<file path="config.mk">
export PLATFORM = sky130hd
export DESIGN_NAME = axi_dac_jesd204_pngen
export DESIGN_NICKNAME = d
export VERILOG_FILES = /design/src/rtl/axi_dac_jesd204_pngen.sv
export SDC_FILE = /design/constraint.sdc
export NUM_CORES = 1
export LEC_CHECK = 0
export CORE_ASPECT_RATIO = 2
export CORE_MARGIN = 2
export CORE_UTILIZATION = 30
export DETAILED_ROUTE_END_ITERATION = 10
export HOLD_SLACK_MARGIN = 0.12
export MAX_ROUTING_LAYER = met4
export PLACE_DENSITY = 0.49
export SETUP_SLACK_MARGIN = 0.2
export SYNTH_ARGS = -nofsm -noshare
export SYNTH_HDL_FRONTEND = slang
export SYNTH_SLANG_ARGS = --single-unit
</file>
<file path="constraint.sdc">
create_clock -name dac_clk -period 6.3 [get_ports dac_clk]
set_input_delay 0.945 -clock dac_clk [delete_from_list [all_inputs] [get_ports dac_clk]]
set_output_delay 0.945 -clock dac_clk [all_outputs]
set_load 0.02 [all_outputs]
</file>
<file path="src/rtl/axi_dac_jesd204_pngen.sv">
// Parallel PN9/PN23 generator feeding the JESD204 TX framer; mirrors the ADC-side PN monitor.
// Optional build macro PNGEN_ERR_INJECT_EN enables single-word error injection on dac_data[0].
module axi_dac_jesd204_pngen #(
  parameter int unsigned CHANNEL_WIDTH   = 16,
  parameter int unsigned DATA_PATH_WIDTH = 2,
  parameter bit          TWOS_COMPLEMENT = 1'b1
) (
  input  logic                                       dac_clk,
  input  logic                                       dac_rst,
  input  logic                                       dac_pn_enable,
  input  logic [3:0]                                 dac_pnseq_sel,
  input  logic                                       dac_valid,
  input  logic                                       dac_pn_err_inject,
  output logic [CHANNEL_WIDTH*DATA_PATH_WIDTH-1:0]   dac_data,
  output logic                                       dac_data_valid,
  output logic [31:0]                                dac_pn_word_count
);

  localparam int unsigned W = CHANNEL_WIDTH * DATA_PATH_WIDTH;
  localparam logic [W-1:0] LFSR_SEED = '1;

  typedef enum logic [1:0] {
    IDLE = 2'd0,
    SEED = 2'd1,
    RUN  = 2'd2
  } state_t;

  state_t          r_state;
  state_t          w_state_next;
  logic [W-1:0]    r_s;
  logic [W-1:0]    r_data;
  logic            r_data_valid;
  logic [31:0]     r_count;
  logic [3:0]      r_sel_q;
  logic            w_clear;
  logic            w_seed;
  logic            w_emit;
  logic            w_inj;
  logic [W-1:0]    w_s_next;
  logic [W-1:0]    w_word;

  // Next PN9 word: bits resolved MSB-first from the last 9 bits of the current word.
  function automatic logic [W-1:0] pn9_next(input logic [8:0] tail);
    logic [W+8:0] full;
    full = '0;
    full[W+8:W] = tail;
    for (int k = int'(W) - 1; k >= 0; k--) begin
      full[k] = full[k+9] ^ full[k+5];
    end
    return full[W-1:0];
  endfunction

  // Next PN23 word: bits resolved MSB-first from the last 23 bits of the current word.
  function automatic logic [W-1:0] pn23_next(input logic [22:0] tail);
    logic [W+22:0] full;
    full = '0;
    full[W+22:W] = tail;
    for (int k = int'(W) - 1; k >= 0; k--) begin
      full[k] = full[k+23] ^ full[k+18];
    end
    return full[W-1:0];
  endfunction

  // Reverse sample order so the earliest stream sample lands at the LSBs.
  function automatic logic [W-1:0] swizzle(input logic [W-1:0] s);
    logic [W-1:0] o;
    o = '0;
    for (int unsigned i = 0; i < DATA_PATH_WIDTH; i++) begin
      o[i*CHANNEL_WIDTH +: CHANNEL_WIDTH] = s[(DATA_PATH_WIDTH-1-i)*CHANNEL_WIDTH +: CHANNEL_WIDTH];
      o[i*CHANNEL_WIDTH + CHANNEL_WIDTH - 1] ^= TWOS_COMPLEMENT;
    end
    return o;
  endfunction

  assign w_s_next = (r_sel_q == 4'd0) ? pn9_next(r_s[8:0]) : pn23_next(r_s[22:0]);
  assign w_word   = swizzle(r_s) ^ {{(W-1){1'b0}}, w_inj};

  // State register.
  always_ff @(posedge dac_clk) begin
    if (dac_rst) r_state <= IDLE;
    else         r_state <= w_state_next;
  end

  // Next state and datapath strobes; disable beats reseed, reseed beats advance.
  always_comb begin
    w_state_next = r_state;
    w_clear      = 1'b0;
    w_seed       = 1'b0;
    w_emit       = 1'b0;
    case (r_state)
      IDLE: begin
        w_clear = 1'b1;
        if (dac_pn_enable) w_state_next = SEED;
      end
      SEED: begin
        w_seed       = 1'b1;
        w_state_next = RUN;
      end
      RUN: begin
        if (!dac_pn_enable) begin
          w_state_next = IDLE;
          w_clear      = 1'b1;
        end else if (dac_pnseq_sel != r_sel_q) begin
          w_state_next = SEED;
        end else if (dac_valid) begin
          w_emit = 1'b1;
        end
      end
      default: w_state_next = IDLE;
    endcase
  end

  // LFSR, output word, selection and word counter.
  always_ff @(posedge dac_clk) begin
    if (dac_rst) begin
      r_s          <= LFSR_SEED;
      r_data       <= '0;
      r_data_valid <= 1'b0;
      r_count      <= 32'd0;
      r_sel_q      <= dac_pnseq_sel;
    end else begin
      r_data_valid <= w_emit;
      if (w_clear) r_data <= '0;
      if (w_seed) begin
        r_s     <= LFSR_SEED;
        r_sel_q <= dac_pnseq_sel;
        r_count <= 32'd0;
      end
      if (w_emit) begin
        r_data <= w_word;
        r_s    <= w_s_next;
        if (r_count != 32'hFFFF_FFFF) r_count <= r_count + 32'd1;
      end
    end
  end

`ifdef PNGEN_ERR_INJECT_EN
  logic r_inj_pend;

  // Pulses merge into one pending flip, consumed by the next emitted word.
  assign w_inj = r_inj_pend | dac_pn_err_inject;

  always_ff @(posedge dac_clk) begin
    if (dac_rst)               r_inj_pend <= 1'b0;
    else if (r_state != RUN)   r_inj_pend <= 1'b0;
    else if (w_emit)           r_inj_pend <= 1'b0;
    else                       r_inj_pend <= w_inj;
  end
`else
  logic w_unused_inject;

  assign w_inj           = 1'b0;
  assign w_unused_inject = dac_pn_err_inject;
`endif

  assign dac_data          = r_data;
  assign dac_data_valid    = r_data_valid;
  assign dac_pn_word_count = r_count;

endmodule

</file>
### Word level (Yosys, flattened, before mapping)

Index checks and enable logic that the tools add are counted.
W data, S select, Z words.

* input bits: 9
* output and inout port bits: 65
* word-level logic and storage cells: 106
* register bits: 103

* bitwise gates (word level): 66
* reductions and logical operators: 6
* mux-type cells: 21
* equal/unequal tests: 6
* $add $sub $neg: 1

Operators by type and width (count)
* $mux W32: 8
* $xor A1 B1 Y1: 64
* $add A32 B1 Y32 const B: 1
* $ne A32 B32 Y1 const B: 1
* $mux W4: 2
* $mux W1: 6
* $mux W2: 3
* $pmux W2 S3: 1
* $reduce_bool A2 Y1: 3
* $logic_not A4 Y1: 1
* $ne A4 B4 Y1: 1
* $ne A3 B3 Y1 const B: 1
* $eq A2 B1 Y1 const B: 1
* $eq A2 B2 Y1 const B: 1
* $logic_not A2 Y1: 1
* $ne A2 B2 Y1 const B: 1
* $not A1 Y1: 2
* $pmux W1 S2: 1
* $reduce_and A2 Y1: 1

### Depth between registers and ports, before layout

Gate-level depths: netlist of the first run.

* word-level depth: 9
* gate-level depth with buffers: 8
* depth with buffers taken out: 6

### Worst setup path before layout of the first run

Ideal clock, no wire load.

* path kind: input to register
* start: input port dac_pnseq_sel[1]
* end: register r_count[12], in the netlist dac_pn_word_count[12]
* stages: 5
* arrival: 2.563 ns
* slack: 3.621 ns
* cell sequence: xor2_1 > or4_2 > a211oi_2 > a31oi_1 > a41o_1

* cells in the longest elaborated chain, start to end: 5

RTL lines
* from (decl): RTL line 11 `input logic [3:0] dac_pnseq_sel,`
* $ne A4 B4 Y1: RTL line 103 `end else if (dac_pnseq_sel != r_sel_q) begin`
* $mux W1: RTL line 103
* $mux W1: RTL line 100 `if (!dac_pn_enable) begin`
* $mux W1: RTL line 90 `case (r_state)`
* $mux W32: RTL line 129 `if (w_emit) begin`
* to (signal assigned): RTL line 132 `if (r_count != 32'hFFFF_FFFF) r_count <= r_count + 32'd1;`
* to (decl): RTL line 33 `logic [31:0] r_count;`

Every way passes these cells.
A chain may end at the register's enable or synchronous reset.

### Worst setup path in the final report of the first run

* start: input port dac_pnseq_sel[1]
* end: register r_data[24], in the netlist dac_data[24]

* cells in the longest elaborated chain, start to end: 5
* elaborated cells between the ends (all ways): 6
* classes of those cells: eq/ne (1); mux (4); reduce/logical (1)

RTL lines
* $ne A4 B4 Y1 *: RTL line 103
* $mux W1 *: RTL line 103
* $mux W1 *: RTL line 100
* $mux W1 *: RTL line 90
* $mux W32 or $reduce_bool A2 Y1 (tied branches)
* to (signal assigned): RTL line 130 `r_data <= w_word;`
* to (decl): RTL line 31 `logic [W-1:0] r_data;`

Mark *: on every way between the ends. The rest lies on a longest branch, timed or not.

==> results of run 1 <==
worst max path at each step:
stage / startpoint / end / slack [ns] / depth (start not counted)
2_1_floorplan: dac_pnseq_sel[1] / dac_pn_word_count[12]$_SDFF_PP0_ / 3.62 / 5
3_5_place_dp: dac_pnseq_sel[1] / r_s[10]$_SDFFE_PP1P_ / 2.39 / 8
5_1_grt: dac_pn_enable / dac_data[20]$_SDFFE_PP0P_ / 2.48 / 8
6_report: dac_pnseq_sel[1] / dac_data[24]$_SDFFE_PP0P_ / 2.79 / 8
4_1_cts: dac_pnseq_sel[1] / dac_data[19]$_SDFFE_PP0P_ / 2.75 / 8
3_3_place_gp: dac_pnseq_sel[1] / dac_data[18]$_SDFFE_PP0P_ / 2.43 / 8
layout by cell type (no fill, tap or decap), types with 3 or more instances in the layout:
cell / netlist / routed
or3_1: 13 / 13
and2_1: 3 / 3
a21oi_1: 28 / 28
clkdlybuf4s50_1: 0 / 72
or2_2: 4 / 4
or4_1: 6 / 6
dfxtp_1: 99 / 99
xor2_1: 29 / 29
a41o_1: 6 / 6
and4_1: 5 / 5
a2bb2oi_1: 25 / 25
a31oi_1: 6 / 6
xnor2_1: 34 / 34
nand4_1: 14 / 14
o21ai_0: 21 / 21
nor2_1: 37 / 37
nand3_1: 9 / 9
o22a_1: 5 / 5
mux2i_1: 10 / 10
clkbuf_16: 0 / 9
nand2_1: 38 / 38
and3_1: 5 / 5
buf_4: 3 / 7
edfxtp_1: 4 / 4
a22o_1: 30 / 30
layout make-up:
cell class / count / area (µm²) / area share, %
timing repair buffer: 79 / 773 / 12.9
sequential: 103 / 2100 / 35.0
clock buffer: 10 / 229 / 3.82
clock inverter: 6 / 73.8 / 1.23
tap: 201 / 251 / 4.19
multi-input combinational: 363 / 2560 / 42.7
inverter: 2 / 7.51 / 0.125
sequential cells by signal, summed over array words and instances, names as in the netlist:
register	flops
dac_data	32
dac_pn_word_count	32
r_s	32
r_sel_q	4
r_state	2
dac_data_valid	1
stage by stage:
step,area (µm²),hold slack [ns]
4_1_cts,6000,0.443
6_report,6000,0.443
3_3_place_gp,5700,0.414
5_1_grt,6000,0.476
2_1_floorplan,4800,0.405
3_5_place_dp,5700,0.430
cells by family (layout without fill, tap and decap cells):
kind of cell	count (synthesis)	count (layout)	synth area share, %
mux	10	10	2.09
buf+inv	37	97	3.28
compound gates	136	136	20.8
fa+ha+maj	1	1	0.261
xor+xnor	66	66	13.0
flops	103	103	43.8
simple gates	150	150	16.8
worst max-delay path, delay by kind of cell:
kind,cells,cell delay (ns)
AND/OR/NAND/NOR,3,1.25
AO/OA/AOI/OAI,1,0.23
XOR/XNOR,1,0.18
buffers and inverters,3,1.17
cell usage after synthesis (2+ instances only):
| library cell | n | area, µm² |
|---|---|---|
| dfxtp_1 | 99 | 1980 |
| nand2_1 | 38 | 143 |
| nor2_1 | 37 | 139 |
| xnor2_1 | 34 | 298 |
| a22o_1 | 30 | 263 |
| xor2_1 | 29 | 254 |
| a21oi_1 | 28 | 140 |
| a2bb2oi_1 | 25 | 219 |
| clkbuf_1 | 25 | 93.8 |
| o21ai_0 | 21 | 105 |
| nand4_1 | 14 | 87.6 |
| or3_1 | 13 | 81.3 |
| mux2i_1 | 10 | 100 |
| nand3_1 | 9 | 45.0 |
| a31oi_1 | 6 | 37.5 |
| a41o_1 | 6 | 60.1 |
| or4_1 | 6 | 45.0 |
| and3_1 | 5 | 31.3 |
| and4_1 | 5 | 43.8 |
| buf_2 | 5 | 25.0 |
| o22a_1 | 5 | 43.8 |
| edfxtp_1 | 4 | 120 |
| or2_2 | 4 | 25.0 |
| and2_1 | 3 | 18.8 |
| buf_4 | 3 | 22.5 |
| a21o_1 | 2 | 15.0 |
| a31o_2 | 2 | 17.5 |
| nand3b_1 | 2 | 15.0 |
| nor3_1 | 2 | 10.0 |
| nor4b_1 | 2 | 17.5 |
| o2111ai_1 | 2 | 17.5 |
| o211ai_1 | 2 | 15.0 |
| o2bb2ai_1 | 2 | 17.5 |
| or4_2 | 2 | 17.5 |
| xor3_1 | 2 | 47.6 |
per-layer routing:
layer | wire length [µm] | track usage [%] | vias to the layer above
li1 | - | - | 1954
met3 | 423 | 2.55 | 24
met2 | 7770 | 31.6 | 111
met5 | 0 | - | -
met4 | 459 | 7.59 | 0
met1 | 5070 | 17.3 | 1945
power groups by stage:
stage	combinational [mW]	clock (mW)	sequential (mW)
after global placement	0.0574	0	0.677
after floorplan	0.0384	0	0.676
after CTS	0.0582	0.601	0.662
after global routing	0.0636	0.625	0.662
after detailed placement	0.0581	0	0.677
final	0.0578	0.583	0.662
==> qor.txt, run 1 <==
HPWL Detailed: 9960 µm
Total CTS buffers: 9
Switch Pwr: 308 µW
YS warnings: 0
FF+latch count, synth: 103
Nets@finish: 568
Pwr/cell area: 217 nW/µm²
Post-CTS Setup Bufs: 0
Vias: 4034
PnR worst setup slack: 2.79 ns
FF-to-FF Start: r_sel_q[1]$_DFFE_PP_
Die H: 183 µm
Status: finished clean
DRT iter0 DRCs: 180
TNS Setup: 0 ns
Reg-to-reg critical path endpoint: dac_data[24]$_SDFFE_PP0P_
Worst Hold Endpoint: dac_data[15]$_SDFFE_PP0P_
Period Utilization, post-route: 55.8%
Min-delay src: r_s[31]$_SDFFE_PP1P_
Slack of the worst reg-to-reg path: 3.34 ns
Syn_nets: 513
Clock Skews: 0.0108 ns
WS Path Type: in2reg
Slew HR: 54.4%
FF-to-FF path depth: 7
Ys async rst share: 0%
CP startpoint kind: input port
Static Leak: 2.14 nW
Final Max Slew Viols: 0
Final min period: 3.51 ns
Synthesis-to-layout area growth: 25.0%
Dpl cells: 748
Final Non-Filler Cells: 764
Crit path required time: 6.59 ns
Final Hold Fails: 0
Mean post-synth cell area: 9.54 µm²
Die X: 93.4 µm
Starting density of the core: 30.6%
Hold WC Path Type: reg2reg
First-pass iteration count of the detailed router: 4
Setup Viol. Count Final: 0
DR WL/cell: 18.0 µm
Post-synth EDFFs: 4
Clk slew on worst S/H paths: 0.07 ns
Distinct cells, synth: 54
Io pins: 74
Largest net degree at the start of global routing: 54
Remaining DRCs: 0
CTS tree: built
Mapped Cells: 503
# port buffers: 72
Clock latency at the later pin of the worst-skew pair: 0.35 ns
Total gr overflow: 0
Routed WL: 13700 µm
Clk buf depth: 2
Die ar.: 17100 µm²
CP peak stage delay: 0.50 ns
Max_cap viols: 0
RSZ-0062 raised after global routing: no
Antenna diodes: 0
Total track usage: 17.1%
Sw Ratio: 23.6%
Final Power: 1.30 mW
Sequential power share: 50.8%
Root Buffer: clkbuf_16
WP data arrival: 3.80 ns
# hold bufs at CTS: 0
Hold path depth: 1
Cell Area, Synth: 4800 µm²
H-tree depth: 3
Comb pwr share: 4.4%
Fillcell total: 1579
Crit-path cells: clkdlybuf4s50_1, xor2_1, or3_4, nor2_1, nand3b_1, inv_1, buf_4, a22o_1
CP endpoint kind: flop
CTS Sinks: 103
Fin util: 38.2%
# resized after CTS: 0
Post-route ant nets: 0
Place WS: 2.39 ns
Worst VDD drop: 0.000155 V
Tightest Pin Transition: 0.679 ns
Initial antenna violation count: 0
Max Freq: 285 MHz
Vias per inst: 5.28
CP Max Fanout: 53
First-pass GRT wire length: 22000 µm
Number of global-route vias before repair: 4035
Layout cells sized above 1: 6.75%
Int Pwr: 995 µW
Routability cong.: 0.793
Register area share after synthesis: 43.8%
Synth Flop Type: dfxtp_1
CORE AREA: 15700 µm²
Clock power share: 44.8%
Num rows: 65
CP max stage cell: buf_4
(Power assumes the default switching activity.)
==> run 2: changes to the inputs <==
--- a/config.mk
+++ b/config.mk
@@ -11,7 +11,7 @@
 export DETAILED_ROUTE_END_ITERATION = 10
 export HOLD_SLACK_MARGIN = 0.12
 export MAX_ROUTING_LAYER = met4
-export PLACE_DENSITY = 0.49
+export PLACE_DENSITY = 0.5
 export SETUP_SLACK_MARGIN = 0.2
 export SYNTH_ARGS = -nofsm -noshare
 export SYNTH_HDL_FRONTEND = slang
==> constraint.sdc (replaced) <==
create_clock -name dac_clk -period 3.1 [get_ports dac_clk]
set_input_delay 0.465 -clock dac_clk [delete_from_list [all_inputs] [get_ports dac_clk]]
set_output_delay 0.465 -clock dac_clk [all_outputs]
set_load 0.02 [all_outputs]
==> qor.txt, run 2 (synthesis results as in run 1) <==
Status: finished clean
Vias: 4040
Starting density of the core: 30.6%
CP Max Fanout: 5
Io pins: 74
Antenna diodes: 0
WP data arrival: 2.77 ns
H-tree depth: 3
Post-CTS Setup Bufs: 0
TNS Setup: 0 ns
Final Max Slew Viols: 0
Total gr overflow: 0
Clock latency at the later pin of the worst-skew pair: 0.35 ns
Number of global-route vias before repair: 4012
Min-delay src: r_s[31]$_SDFFE_PP1P_
Slew HR: 51.1%
HPWL Detailed: 9860 µm
Initial antenna violation count: 0
Max_cap viols: 0
Clock Skews: 0.00893 ns
Slack of the worst reg-to-reg path: 0.71 ns
Total CTS buffers: 9
# resized after CTS: 0
Reg-to-reg critical path endpoint: dac_pn_word_count[26]$_SDFF_PP0_
Place WS: 0.185 ns
Layout cells sized above 1: 8.23%
Remaining DRCs: 0
RSZ-0062 raised after global routing: no
# hold bufs at CTS: 0
Max Freq: 397 MHz
Post-route ant nets: 0
CP endpoint kind: flop
Routed WL: 13600 µm
CORE AREA: 15700 µm²
Root Buffer: clkbuf_16
Tightest Pin Transition: 0.729 ns
PnR worst setup slack: 0.582 ns
Placed cell area: 5770 µm²
Hold path depth: 1
Crit path required time: 3.35 ns
Worst VDD drop: 0.000269 V
FF-to-FF Start: dac_pn_word_count[0]$_SDFF_PP0_
DRT iter0 DRCs: 155
WS Path Type: in2reg
Die X: 93.4 µm
Pwr/cell area: 435 nW/µm²
CTS tree: built
Commonest cells after routing, fill and taps aside: dfxtp_1 (99), clkdlybuf4s50_1 (72), nand2_1 (38)
# port buffers: 72
Die H: 183 µm
Synthesis-to-layout area growth: 26.6%
Setup Viol. Count Final: 0
Clk slew on worst S/H paths: 0.08 ns
Post-Layout Inst Area: 6080 µm²
Commonest non-fill, non-tap cell in the layout: dfxtp_1
Die ar.: 17100 µm²
Static Leak: 2.18 nW
Routability cong.: 0.816
Largest net degree at the start of global routing: 50
First-pass iteration count of the detailed router: 4
Fillcell total: 1571
Worst Hold Endpoint: dac_data[15]$_SDFFE_PP0P_
Num rows: 65
Vias per inst: 5.23
Period Utilization, post-route: 81.2%
Nets@finish: 576
Hold WC Path Type: reg2reg
FF-to-FF path depth: 6
Total track usage: 16.7%
Clk buf depth: 2
DR WL/cell: 17.6 µm
CTS Sinks: 103
CP startpoint kind: input port
Final min period: 2.52 ns
Final hold slack: 0.438 ns
First-pass GRT wire length: 21600 µm
Final Hold Fails: 0
-- run 2: through the flow --
step / std cells / power, mW / utilization [%]
after global placement: 756 / 1.50 / 36.7
after detailed placement: 756 / 1.50 / 36.7
after global routing: 772 / 2.73 / 38.7
after floorplan: 503 / 1.45 / -
after CTS: 772 / 2.67 / 38.7
final: 772 / 2.64 / 38.7
-- run 2: power by group --
group          internal (mW)  switching (mW)  total [mW]
logic                 0.0466          0.0732       0.120
clock network          0.653           0.523        1.18
registers               1.34         0.00789        1.35
total                   2.04           0.605        2.64
-- run 2: worst max-delay path by stage --
stage	cells after the start	start	to	slack, ns
2_1_floorplan	6	dac_pn_word_count[0]$_SDFF_PP0_	dac_pn_word_count[26]$_SDFF_PP0_	0.82
5_1_grt	6	dac_pn_enable	dac_pn_word_count[26]$_SDFF_PP0_	0.47
3_5_place_dp	6	dac_pn_enable	dac_pn_word_count[26]$_SDFF_PP0_	0.19
4_1_cts	6	dac_pn_enable	dac_pn_word_count[26]$_SDFF_PP0_	0.55
6_report	6	dac_pn_enable	dac_pn_word_count[26]$_SDFF_PP0_	0.58
3_3_place_gp	6	dac_pn_enable	dac_pn_word_count[26]$_SDFF_PP0_	0.21
-- run 2: layer usage --
metal,GRT usage [%],wire length [µm],up-vias,part of all wire [%]
li1,-,-,1980,-
met1,16.9,5080,1956,37
met2,32.0,7790,90,57
met3,2.14,448,14,3.3
met4,6.06,261,0,1.9
met5,-,0,-,0
-- run 2: final cells by class --
| type | instances | area [µm²] | share of cell area [%] |
|---|---|---|---|
| Tap cell | 201 | 251 | 4.14 |
| Clock buffer | 10 | 239 | 3.93 |
| Timing Repair Buffer | 87 | 846 | 13.9 |
| Multi-Input combinational cell | 363 | 2560 | 42.2 |
| Sequential cell | 103 | 2100 | 34.6 |
| Clock inverter | 6 | 68.8 | 1.13 |
| Inverter | 2 | 7.51 | 0.124 |
-- run 2: critical path: stages --
cell and delay [ns]:
clkdlybuf4s50_1 0.57, nand3b_1 0.15, or4_2 0.75, nor4_4 0.46
a31oi_1 0.15, a41o_1 0.21
